**config.mk**
```make
export PLATFORM = sky130hd
export DESIGN_NAME = octree_feature_collector_flat
export DESIGN_NICKNAME = d
export VERILOG_FILES = /design/src/rtl/octree_feature_collector_if.sv /design/src/rtl/octree_feature_collector.sv /design/src/flat_wrapper.sv
export SDC_FILE = /design/constraint.sdc
export NUM_CORES = 1
export LEC_CHECK = 0
export CAP_MARGIN = 20
export CORE_MARGIN = 5
export CORE_UTILIZATION = 40
export DETAILED_ROUTE_END_ITERATION = 7
export GPL_TIMING_DRIVEN = 0
export HOLD_SLACK_MARGIN = 0.1
export PLACE_DENSITY = 0.54
export RECOVER_POWER = 100
export SLEW_MARGIN = 40
export SYNTH_ARGS = -nofsm -noshare
export SYNTH_HDL_FRONTEND = slang
export SYNTH_SLANG_ARGS = --single-unit
export TNS_END_PERCENT = 100
```
**constraint.sdc**
```tcl
create_clock -name clk -period 3.7 [get_ports clk]
set_input_delay 0.37 -clock clk [delete_from_list [all_inputs] [get_ports clk]]
set_output_delay 0.37 -clock clk [all_outputs]
set_load 0.01 [all_outputs]
```
**src/rtl/octree_feature_collector_if.sv**
```systemverilog
`default_nettype none
// ============================================================================
//  Module   : octree_feature_collector_if
//  Brief    : Handshake bundle between Octree feature output, the collector
//             and its downstream consumer.
//  Revision : 1.0 - initial release
// ============================================================================
interface octree_feature_collector_if #(
    parameter int DATA_BUS_WIDTH = 64,
    parameter int COUNT_WIDTH    = 16
);
    logic [DATA_BUS_WIDTH-1:0] in_data;
    logic                      in_valid;
    logic                      in_ready;
    logic                      search_done;
    logic [DATA_BUS_WIDTH-1:0] out_data;
    logic                      out_valid;
    logic                      out_ready;
    logic                      out_last;
    logic [COUNT_WIDTH-1:0]    rec_count;
    logic                      done;
    logic                      err_partial;

    modport master (
        output in_data, in_valid, search_done, out_ready,
        input  in_ready, out_data, out_valid, out_last, rec_count, done, err_partial
    );

    modport slave (
        input  in_data, in_valid, search_done, out_ready,
        output in_ready, out_data, out_valid, out_last, rec_count, done, err_partial
    );
endinterface
`default_nettype wire

```
**src/rtl/octree_feature_collector.sv**
```systemverilog
`default_nettype none
// ============================================================================
//  Module   : octree_feature_collector
//  Brief    : Buffers Octree feature words in a show-ahead FIFO, tags record
//             boundaries and counts complete records per collection.
//  Revision : 1.0 - initial release
// ============================================================================
module octree_feature_collector #(
    parameter int DATA_BUS_WIDTH = 64,
    parameter int FEATURE_LENTH  = 9,
    parameter int FIFO_DEPTH     = 16,
    parameter int COUNT_WIDTH    = 16
) (
    input wire clk,
    input wire rst_n,
    octree_feature_collector_if.slave bus
);

    localparam int c_PTR_W  = (FIFO_DEPTH > 1) ? $clog2(FIFO_DEPTH) : 1;
    localparam int c_BEAT_W = (FEATURE_LENTH > 1) ? $clog2(FEATURE_LENTH) : 1;

    localparam logic [c_PTR_W:0]       c_FULL      = (c_PTR_W+1)'(FIFO_DEPTH);
    localparam logic [c_PTR_W:0]       c_CNT_ONE   = (c_PTR_W+1)'(1);
    localparam logic [c_PTR_W-1:0]     c_PTR_ONE   = c_PTR_W'(1);
    localparam logic [c_BEAT_W-1:0]    c_LAST_BEAT = c_BEAT_W'(FEATURE_LENTH-1);
    localparam logic [c_BEAT_W-1:0]    c_BEAT_ONE  = c_BEAT_W'(1);
    localparam logic [COUNT_WIDTH-1:0] c_REC_ONE   = COUNT_WIDTH'(1);

    typedef enum logic [1:0] {
        IDLE    = 2'd0,
        COLLECT = 2'd1,
        DRAIN   = 2'd2,
        DONE    = 2'd3
    } state_t;

    state_t                    r_state;
    state_t                    w_state_nxt;
    logic [DATA_BUS_WIDTH:0]   r_mem [FIFO_DEPTH];
    logic [c_PTR_W-1:0]        r_wr_ptr;
    logic [c_PTR_W-1:0]        r_rd_ptr;
    logic [c_PTR_W:0]          r_count;
    logic [c_BEAT_W-1:0]       r_beat;
    logic [COUNT_WIDTH-1:0]    r_rec_count;
    logic                      r_err_partial;
    logic                      r_started;

    logic                      w_accepting;
    logic                      w_push;
    logic                      w_pop;
    logic                      w_out_valid;
    logic                      w_is_last;
    logic                      w_sd_take;
    logic                      w_new_coll;
    logic [c_BEAT_W-1:0]       w_beat_adv;
    logic [COUNT_WIDTH-1:0]    w_rec_base;
    logic [DATA_BUS_WIDTH:0]   w_head;

    // r_started keeps in_ready low until the first edge after reset release
    assign w_accepting = (r_state == IDLE) || (r_state == COLLECT);
    assign bus.in_ready = r_started && w_accepting && (r_count < c_FULL);

    assign w_push      = bus.in_valid && bus.in_ready;
    assign w_out_valid = (r_count != '0);
    assign w_pop       = w_out_valid && bus.out_ready;
    assign w_is_last   = (r_beat == c_LAST_BEAT);
    assign w_sd_take   = bus.search_done && w_accepting;
    assign w_new_coll  = w_push && (r_state == IDLE);
    assign w_beat_adv  = w_push ? (w_is_last ? '0 : r_beat + c_BEAT_ONE) : r_beat;
    assign w_rec_base  = w_new_coll ? '0 : r_rec_count;

    assign w_head          = r_mem[r_rd_ptr];
    assign bus.out_valid   = w_out_valid;
    assign bus.out_data    = w_out_valid ? w_head[DATA_BUS_WIDTH-1:0] : '0;
    assign bus.out_last    = w_out_valid && w_head[DATA_BUS_WIDTH];
    assign bus.rec_count   = r_rec_count;
    assign bus.err_partial = r_err_partial;
    assign bus.done        = (r_state == DONE);

    always_comb begin
        w_state_nxt = r_state;
        case (r_state)
            IDLE: begin
                if (w_sd_take) begin
                    w_state_nxt = DRAIN;
                end else if (w_push) begin
                    w_state_nxt = COLLECT;
                end
            end
            COLLECT: begin
                if (w_sd_take) begin
                    w_state_nxt = DRAIN;
                end
            end
            DRAIN: begin
                // No pushes happen here, so a pop of the only entry empties the FIFO
                if ((r_count == '0) || ((r_count == c_CNT_ONE) && w_pop)) begin
                    w_state_nxt = DONE;
                end
            end
            DONE:    w_state_nxt = IDLE;
            default: w_state_nxt = IDLE;
        endcase
    end

    always_ff @(posedge clk) begin
        if (w_push) begin
            r_mem[r_wr_ptr] <= {w_is_last, bus.in_data};
        end
    end

    always_ff @(posedge clk or negedge rst_n) begin
        if (!rst_n) begin
            r_state       <= IDLE;
            r_wr_ptr      <= '0;
            r_rd_ptr      <= '0;
            r_count       <= '0;
            r_beat        <= '0;
            r_rec_count   <= '0;
            r_err_partial <= 1'b0;
            r_started     <= 1'b0;
        end else begin
            r_state   <= w_state_nxt;
            r_started <= 1'b1;

            if (w_push) begin
                r_wr_ptr <= r_wr_ptr + c_PTR_ONE;
            end
            if (w_pop) begin
                r_rd_ptr <= r_rd_ptr + c_PTR_ONE;
            end

            case ({w_push, w_pop})
                2'b10:   r_count <= r_count + c_CNT_ONE;
                2'b01:   r_count <= r_count - c_CNT_ONE;
                default: r_count <= r_count;
            endcase

            r_beat <= w_sd_take ? '0 : w_beat_adv;

            if (w_push && w_is_last && (w_rec_base != '1)) begin
                r_rec_count <= w_rec_base + c_REC_ONE;
            end else begin
                r_rec_count <= w_rec_base;
            end

            // A truncated record at search end wins over the new-collection clear
            if (w_sd_take && (w_beat_adv != '0)) begin
                r_err_partial <= 1'b1;
            end else if (w_new_coll) begin
                r_err_partial <= 1'b0;
            end
        end
    end

endmodule
`default_nettype wire

```
**src/flat_wrapper.sv**
```systemverilog
// flat-port wrapper written by rule: the top's interface ports become plain ports
module octree_feature_collector_flat 
#(
    parameter int DATA_BUS_WIDTH = 64,
    parameter int FEATURE_LENTH  = 9,
    parameter int FIFO_DEPTH     = 16,
    parameter int COUNT_WIDTH    = 16
)
  (clk, rst_n, bus_in_data, bus_in_valid, bus_search_done, bus_out_ready, bus_in_ready, bus_out_data, bus_out_valid, bus_out_last, bus_rec_count, bus_done, bus_err_partial);
  octree_feature_collector_if #(.DATA_BUS_WIDTH(DATA_BUS_WIDTH), .COUNT_WIDTH(COUNT_WIDTH)) bus_i ();
  input wire clk;
  input wire rst_n;
  input wire logic [$bits(bus_i.in_data)-1:0] bus_in_data;
  input wire logic [$bits(bus_i.in_valid)-1:0] bus_in_valid;
  input wire logic [$bits(bus_i.search_done)-1:0] bus_search_done;
  input wire logic [$bits(bus_i.out_ready)-1:0] bus_out_ready;
  output wire logic [$bits(bus_i.in_ready)-1:0] bus_in_ready;
  output wire logic [$bits(bus_i.out_data)-1:0] bus_out_data;
  output wire logic [$bits(bus_i.out_valid)-1:0] bus_out_valid;
  output wire logic [$bits(bus_i.out_last)-1:0] bus_out_last;
  output wire logic [$bits(bus_i.rec_count)-1:0] bus_rec_count;
  output wire logic [$bits(bus_i.done)-1:0] bus_done;
  output wire logic [$bits(bus_i.err_partial)-1:0] bus_err_partial;
  assign bus_i.in_data = bus_in_data;
  assign bus_i.in_valid = bus_in_valid;
  assign bus_i.search_done = bus_search_done;
  assign bus_i.out_ready = bus_out_ready;
  assign bus_in_ready = bus_i.in_ready;
  assign bus_out_data = bus_i.out_data;
  assign bus_out_valid = bus_i.out_valid;
  assign bus_out_last = bus_i.out_last;
  assign bus_rec_count = bus_i.rec_count;
  assign bus_done = bus_i.done;
  assign bus_err_partial = bus_i.err_partial;
  octree_feature_collector #(.DATA_BUS_WIDTH(DATA_BUS_WIDTH), .FEATURE_LENTH(FEATURE_LENTH), .FIFO_DEPTH(FIFO_DEPTH), .COUNT_WIDTH(COUNT_WIDTH)) u_core (.clk(clk), .rst_n(rst_n), .bus(bus_i));
endmodule
```
# After elaboration in Yosys (flattened, before gate mapping)
# Memories as Yosys holds them, arrays and structs flattened.
# Index checks and enable logic that the tools add are counted.
classes:
  n_addsub: 6
  magnitude_cmp: 1
  eq_ne: 11
  muxes: 16
  n_reduce_logical: 20
op_table:
  columns: ["operator", "count"]
  rows:
  - ["2-to-1 mux 64 bit", 1]
  - ["2-to-1 mux 16 bit", 2]
  - ["adder 16 x 1 -> 16 bit (second input constant)", 1]
  - ["!= test 16 bit (second input constant)", 1]
  - ["adder 4 x 1 -> 4 bit (second input constant)", 3]
  - ["2-to-1 mux 4 bit", 3]
  - ["logical AND 1 bit", 11]
  - ["one-hot mux 5 bit (2 select lines)", 1]
  - ["2-to-1 mux 2 bit", 4]
  - ["one-hot mux 2 bit (4 select lines)", 1]
  - ["== test 2 bit (second input constant)", 3]
  - ["adder 5 x 1 -> 5 bit (second input constant)", 1]
  - ["== test 5 x 1 -> 1 bit (second input constant)", 1]
  - ["zero test 5 bit", 1]
  - ["less-than comparator 5 bit (second input constant)", 1]
  - ["nonzero test 5 bit", 1]
  - ["subtractor 5 x 1 -> 5 bit (second input constant)", 1]
  - ["== test 2 x 1 -> 1 bit (second input constant)", 2]
  - ["== test 4 bit (second input constant)", 1]
  - ["2-to-1 mux 1 bit", 4]
  - ["!= test 2 x 1 -> 1 bit (second input constant)", 2]
  - ["nonzero test 2 bit", 2]
  - ["nonzero test 4 bit", 1]
  - ["!= test 3 x 1 -> 1 bit (second input constant)", 1]
  - ["3 further kinds", 4]
totals:
  register_bits: 37
  ramBits: 1040
  input_bits: 69
  wordCells: 63
  mem_count: 1
memory_table:
  columns: ["name", "depth", "word_bits", "read_ports", "rd_ports_with_merged_regs", "write_ports", "line_no", "rtl"]
  rows:
  - ["u_core.r_mem", 16, 65, 1, 0, 1, "octree_feature_collector.sv:38", "logic [DATA_BUS_WIDTH:0] r_mem [FIFO_DEPTH];"]

# Depth between registers and ports, before layout
logic_depth:
  depth_word: 10
  ltp_mapped: 9
  ltp_nobuf: 9

# Least setup slack after synthesis
# Ideal clock, no wire load.
synth_path:
  path_kind: "register to register"
  start: "reg u_core.r_state[0]"
  end: "mem u_core.r_mem[10][0] (netlist name) (enable)"
  setup_ps: 430
  arrival_time_ps: 3144
  required_ps: 3270
  slack_ps: 126
  path_stages_with_launch: 8
  cell_sequence: "dfrtp_1 inv_1 ha_1 nor2_1 nor2_2 clkinv_1 nor3b_1 and2_1"
synth_via:
  elab_chain_len: 7
  word_cells_on_any_way: 8
  cone_classes: "eq/ne (1); mux (2); reduce/logical (5)"
synth_rtl:
  columns: ["element", "line_no", "rtl"]
  rows:
  - ["start, declared", "octree_feature_collector.sv:36", "state_t r_state;"]
  - ["start signal, assigned", "octree_feature_collector.sv:122", "r_state <= w_state_nxt;"]
  - ["== test 2 x 1 -> 1 bit / zero test 2 bit (equally long branches)", "octree_feature_collector.sv:59", "assign w_accepting = (r_state == IDLE) || (r_state == COLLECT);"]
  - ["logical OR 1 bit (*)", "octree_feature_collector.sv:59", null]
  - ["logical AND 1 bit (*) (2 in series)", "octree_feature_collector.sv:60", "assign bus.in_ready = r_started && w_accepting && (r_count < c_FULL);"]
  - ["logical AND 1 bit (*)", "octree_feature_collector.sv:62", "assign w_push = bus.in_valid && bus.in_ready;"]
  - ["2-to-1 mux 1 bit (*)", "octree_feature_collector.sv:106", "if (w_push) begin"]
  - ["2-to-1 mux 1 bit (implied by the code) (*)", "octree_feature_collector.sv:107", "r_mem[r_wr_ptr] <= {w_is_last, bus.in_data};"]
  - ["end, declared", "octree_feature_collector.sv:38", null]
# Every way passes the cells marked *; elsewhere a longest branch is shown, timed or not.

# Final worst setup path
layout_path:
  start: "reg u_core.r_count[0]"
  end: "out bus_out_data[29]"
layout_via:
  elab_chain_len: 2
layout_rtl:
  columns: ["element", "line_no", "rtl"]
  rows:
  - ["start, declared", "octree_feature_collector.sv:41", "logic [c_PTR_W:0] r_count;"]
  - ["start signal, assigned", "octree_feature_collector.sv:133", "2'b10: r_count <= r_count + c_CNT_ONE;"]
  - ["start signal, assigned", "octree_feature_collector.sv:134", "2'b01: r_count <= r_count - c_CNT_ONE;"]
  - ["start signal, assigned", "octree_feature_collector.sv:135", "default: r_count <= r_count;"]
  - ["nonzero test 5 bit", "octree_feature_collector.sv:63", "assign w_out_valid = (r_count != '0);"]
  - ["2-to-1 mux 64 bit", "octree_feature_collector.sv:73", "assign bus.out_data = w_out_valid ? w_head[DATA_BUS_WIDTH-1:0] : '0;"]
  - ["end, declared", "flat_wrapper.sv:18", "output wire logic [$bits(bus_i.out_data)-1:0] bus_out_data;"]
# Every way passes these cells.

==> reports/metrics.cfg <==
[outcome]
status=finished, violations left
violations=max-capacitance violations, max-slew violations

[yosys]
synth-xor-area-share_pct=0.2749
async_flop_share_pct=3.435
yosysTopAreaCell=edfxtp_1
synth_top_family_by_area=multiplexers
syn_area_per_cell_um2=22.74
ys_ff_latch=1077
yosysWarnings=0
yosysMostFrequentCell=edfxtp_1
synth_area_leaders=edfxtp_1 (75%), mux4_2 (14%), mux2i_1 (3.3%)
synthMuxAreaShare_pct=17.43
synth_area_um2=41410
synth_compound_area_share_pct=1.589
synth_edf_count=1040
synth-simple-area-share_pct=1.496
synth_fp_nets=1906
yosys.area.top_type_share_pct=75.41
ys_seq_area_share_pct=77.65
netlist_instances=1821
synth_top_flop_cell=edfxtp_1
synthAdderAreaFrac_pct=0.4834
yosysUniqueCellTypes=49
synth_common_cells=edfxtp_1 (1040), mux4_2 (260), mux2i_1 (135)

[clocking]
clk_pin_slew_worst_paths_ns=0.06
cts-root-buf=clkbuf_16
insertion_delay_ns=0.68
h-tree-depth=3
clockBufferDepth=3
clock_sinks=1077
numCtsBuffers=110
cts_tree=done

[worst_setup_path]
cp_max_fo=10
cp_slowest_cell=clkdlybuf4s50_1
crit_path_end_kind=output port
cp_data_required_time_ns=3.33
critPathArrivalTime_ns=3.21
crit_chain=inv_1 -> ha_1 -> nand3b_1 -> nand2b_1 -> clkbuf_4 -> buf_4 -> o22ai_4 -> clkdlybuf4s50_1
worstSetupPathType=reg -> out
start_kind=flop
critPathMaxStageDelay_ns=0.59

[detailed_routing]
wl_met1_mm=43.02
dr_wl_met3_mm=6.077
route.met2.wl_mm=48.36
vias=19720
drc_errors=0
routedWlPerCell_um=27.52
vias_per_cell=5.469
drt_iter0_markers=1737
postRouteAntennaNets=0
top_layer_used=met4
drtPass1Iterations=5
wirelength_mm=99.21

[global_routing]
grt_remaining_overflow=0
grt_max_degree=38
grt_util_all_layers_pct=17.92
grt_pass1_wl_mm=145.4
first_global_vias=21100
antenna_found_initial=20

[cells_and_area]
instances_no_fill=3605
finish.utilization_pct=47.72
fill_cells=8395
syn2layout_area_growth_pct=18.91
drive_above_1_share_pct=26.49
fin_area_um2=49240
finalNetCount=2213

[sta]
setup_slack_ns=0.1244
relSlewSlack_pct=-40.55
fin_crit_sh_pct=96.64
setup_viol=0
skew_ns=0.02547
maxSlewViolCount=38
hold_viol_final=0
worstMarginPinSlew_ns=2.108
max_freq_ghz=0.2797
min_period_ns=3.576
rsz0062_at_grt=yes

[placement]
placed_area_um2=45540
dp_cells=3394
gp_congestion=0.7275
dp_slack_ns=-0.3066
port-buffer-count=153
dp_hpwl_mm=61.62

[floorplanning]
die-width_um=331.8
initial_utilization_pct=40.13
coreArea_um2=103200
die_area_um2=110100
die_h_um=331.8
num_rows=118
pin_count=154

[power]
p_per_area_nw_per_um2=742.4
peakVddDrop_mv=0.3916
total_power_w=0.03656
leakage_nw=15.87

[run]
maxCapViolCount=1

[min_path]
hold_class=in -> reg

critical path, delay by kind of cell, from the launching register on:
family	cells	cell delay, ns
adder cells (fa/ha/maj)	1	0.26
AND/OR/NAND/NOR	2	0.31
flip-flops	1	0.44
buffers and inverters	4	1.22
AO/OA/AOI/OAI	1	0.28
repair_timing:
item,CTS,global route
endpoints found under the hold margin,37,0
hold buffers,1,0
pin swaps,1,1
gates resized for setup,135,42
setup endpoints to repair,65,106
setup buffers,1,0
per-layer routing:
layer  track usage (%)  vias to the layer above
met4             3.997                        0
met3             3.588                      117
met5                 0                        -
li1                  -                     8373
met1             25.53                    10630
met2             29.00                      593
cell usage in the layout, fill, tap and decap left out, drive strengths merged, types with 5 or more instances in the layout:
cell type / synthesis / layout
a21oi: 15 / 15
and2: 14 / 14
buf: 46 / 81
bufinv: 0 / 9
clkbuf: 48 / 185
clkdlybuf4s50: 0 / 67
clkinv: 1 / 54
dfrtp: 37 / 37
diode: 0 / 9
dlygate4sd3: 0 / 85
edfxtp: 1040 / 1040
ha: 16 / 16
inv: 9 / 13
mux2i: 135 / 135
mux4: 260 / 260
nand2: 25 / 25
nand3: 7 / 7
nor2: 15 / 15
nor3: 8 / 8
o21ai: 11 / 11
o22ai: 66 / 66
or4: 5 / 5
xnor2: 9 / 9
report_power, final:
group / total [W] / internal [W] / switching, W
sequential: 0.0140 / 0.0138 / 0.000174
clock: 0.0106 / 0.00611 / 0.00453
combinational: 0.0119 / 0.00571 / 0.00624
total: 0.0366 / 0.0256 / 0.0109
path summary, 6_finish.rpt:
| kind | to | depth (start not counted) | startpoint | slack (ns) |
|---|---|---|---|---|
| hold reg to reg | u_core.bus.err_partial | 2 | u_core.bus.err_partial | 0.52 |
| max in group asynchronous | u_core.r_rd_ptr[0] | 2 | rst_n | 1.63 |
| hold / removal | u_core.r_beat[2] | 3 | bus_search_done | 0.47 |
| min in group asynchronous | u_core.r_count[0] | 2 | rst_n | 0.84 |
| setup / recovery | bus_out_data[29] | 8 | u_core.r_count[0] | 0.12 |
| setup reg to reg | u_core.r_mem[14][39] | 7 | u_core.r_state[1] | 0.24 |
registers in the layout, indices dropped and copies added (netlist names):
register,flops
u_core.r_count,5
u_core.r_rd_ptr,4
u_core.r_beat,4
u_core.r_state,2
u_core.r_mem,1040
u_core.bus.err_partial,1
u_core.bus.rec_count,16
u_core.r_wr_ptr,4
u_core.r_started,1
per-stage QoR:
step	setup TNS, ns	hold WS (ns)
floorplan	0	0.07441
global placement	-2375.50	0.5083
detailed placement	-5.337	0.3764
CTS	-0.2653	0.1771
global route	-0.06349	0.4967
finish	0	0.4741
cell families after synthesis:
logic type	count (synthesis)
AO/OA/AOI/OAI	107
buffers and inverters	104
XOR/XNOR	13
adder cells (fa/ha/maj)	16
flip-flops	1077
other	1
multiplexers	396
AND/OR/NAND/NOR	107
area by class of cell:
| class | count | area [um^2] | area share [%] |
|---|---|---|---|
| Sequential cell | 1077 | 32160 | 65.30 |
| Multi-Input combinational cell | 640 | 9071 | 18.42 |
| Clock buffer | 130 | 2849 | 5.785 |
| Timing Repair Buffer | 195 | 2039 | 4.142 |
| Tap cell | 1380 | 1727 | 3.506 |
| Buffer | 94 | 734.5 | 1.491 |
| Clock inverter | 70 | 606.8 | 1.232 |
| Inverter | 10 | 37.54 | 0.07623 |
| Antenna cell | 9 | 22.52 | 0.04574 |
No activity file was read; power rests on OpenSTA's default activity.
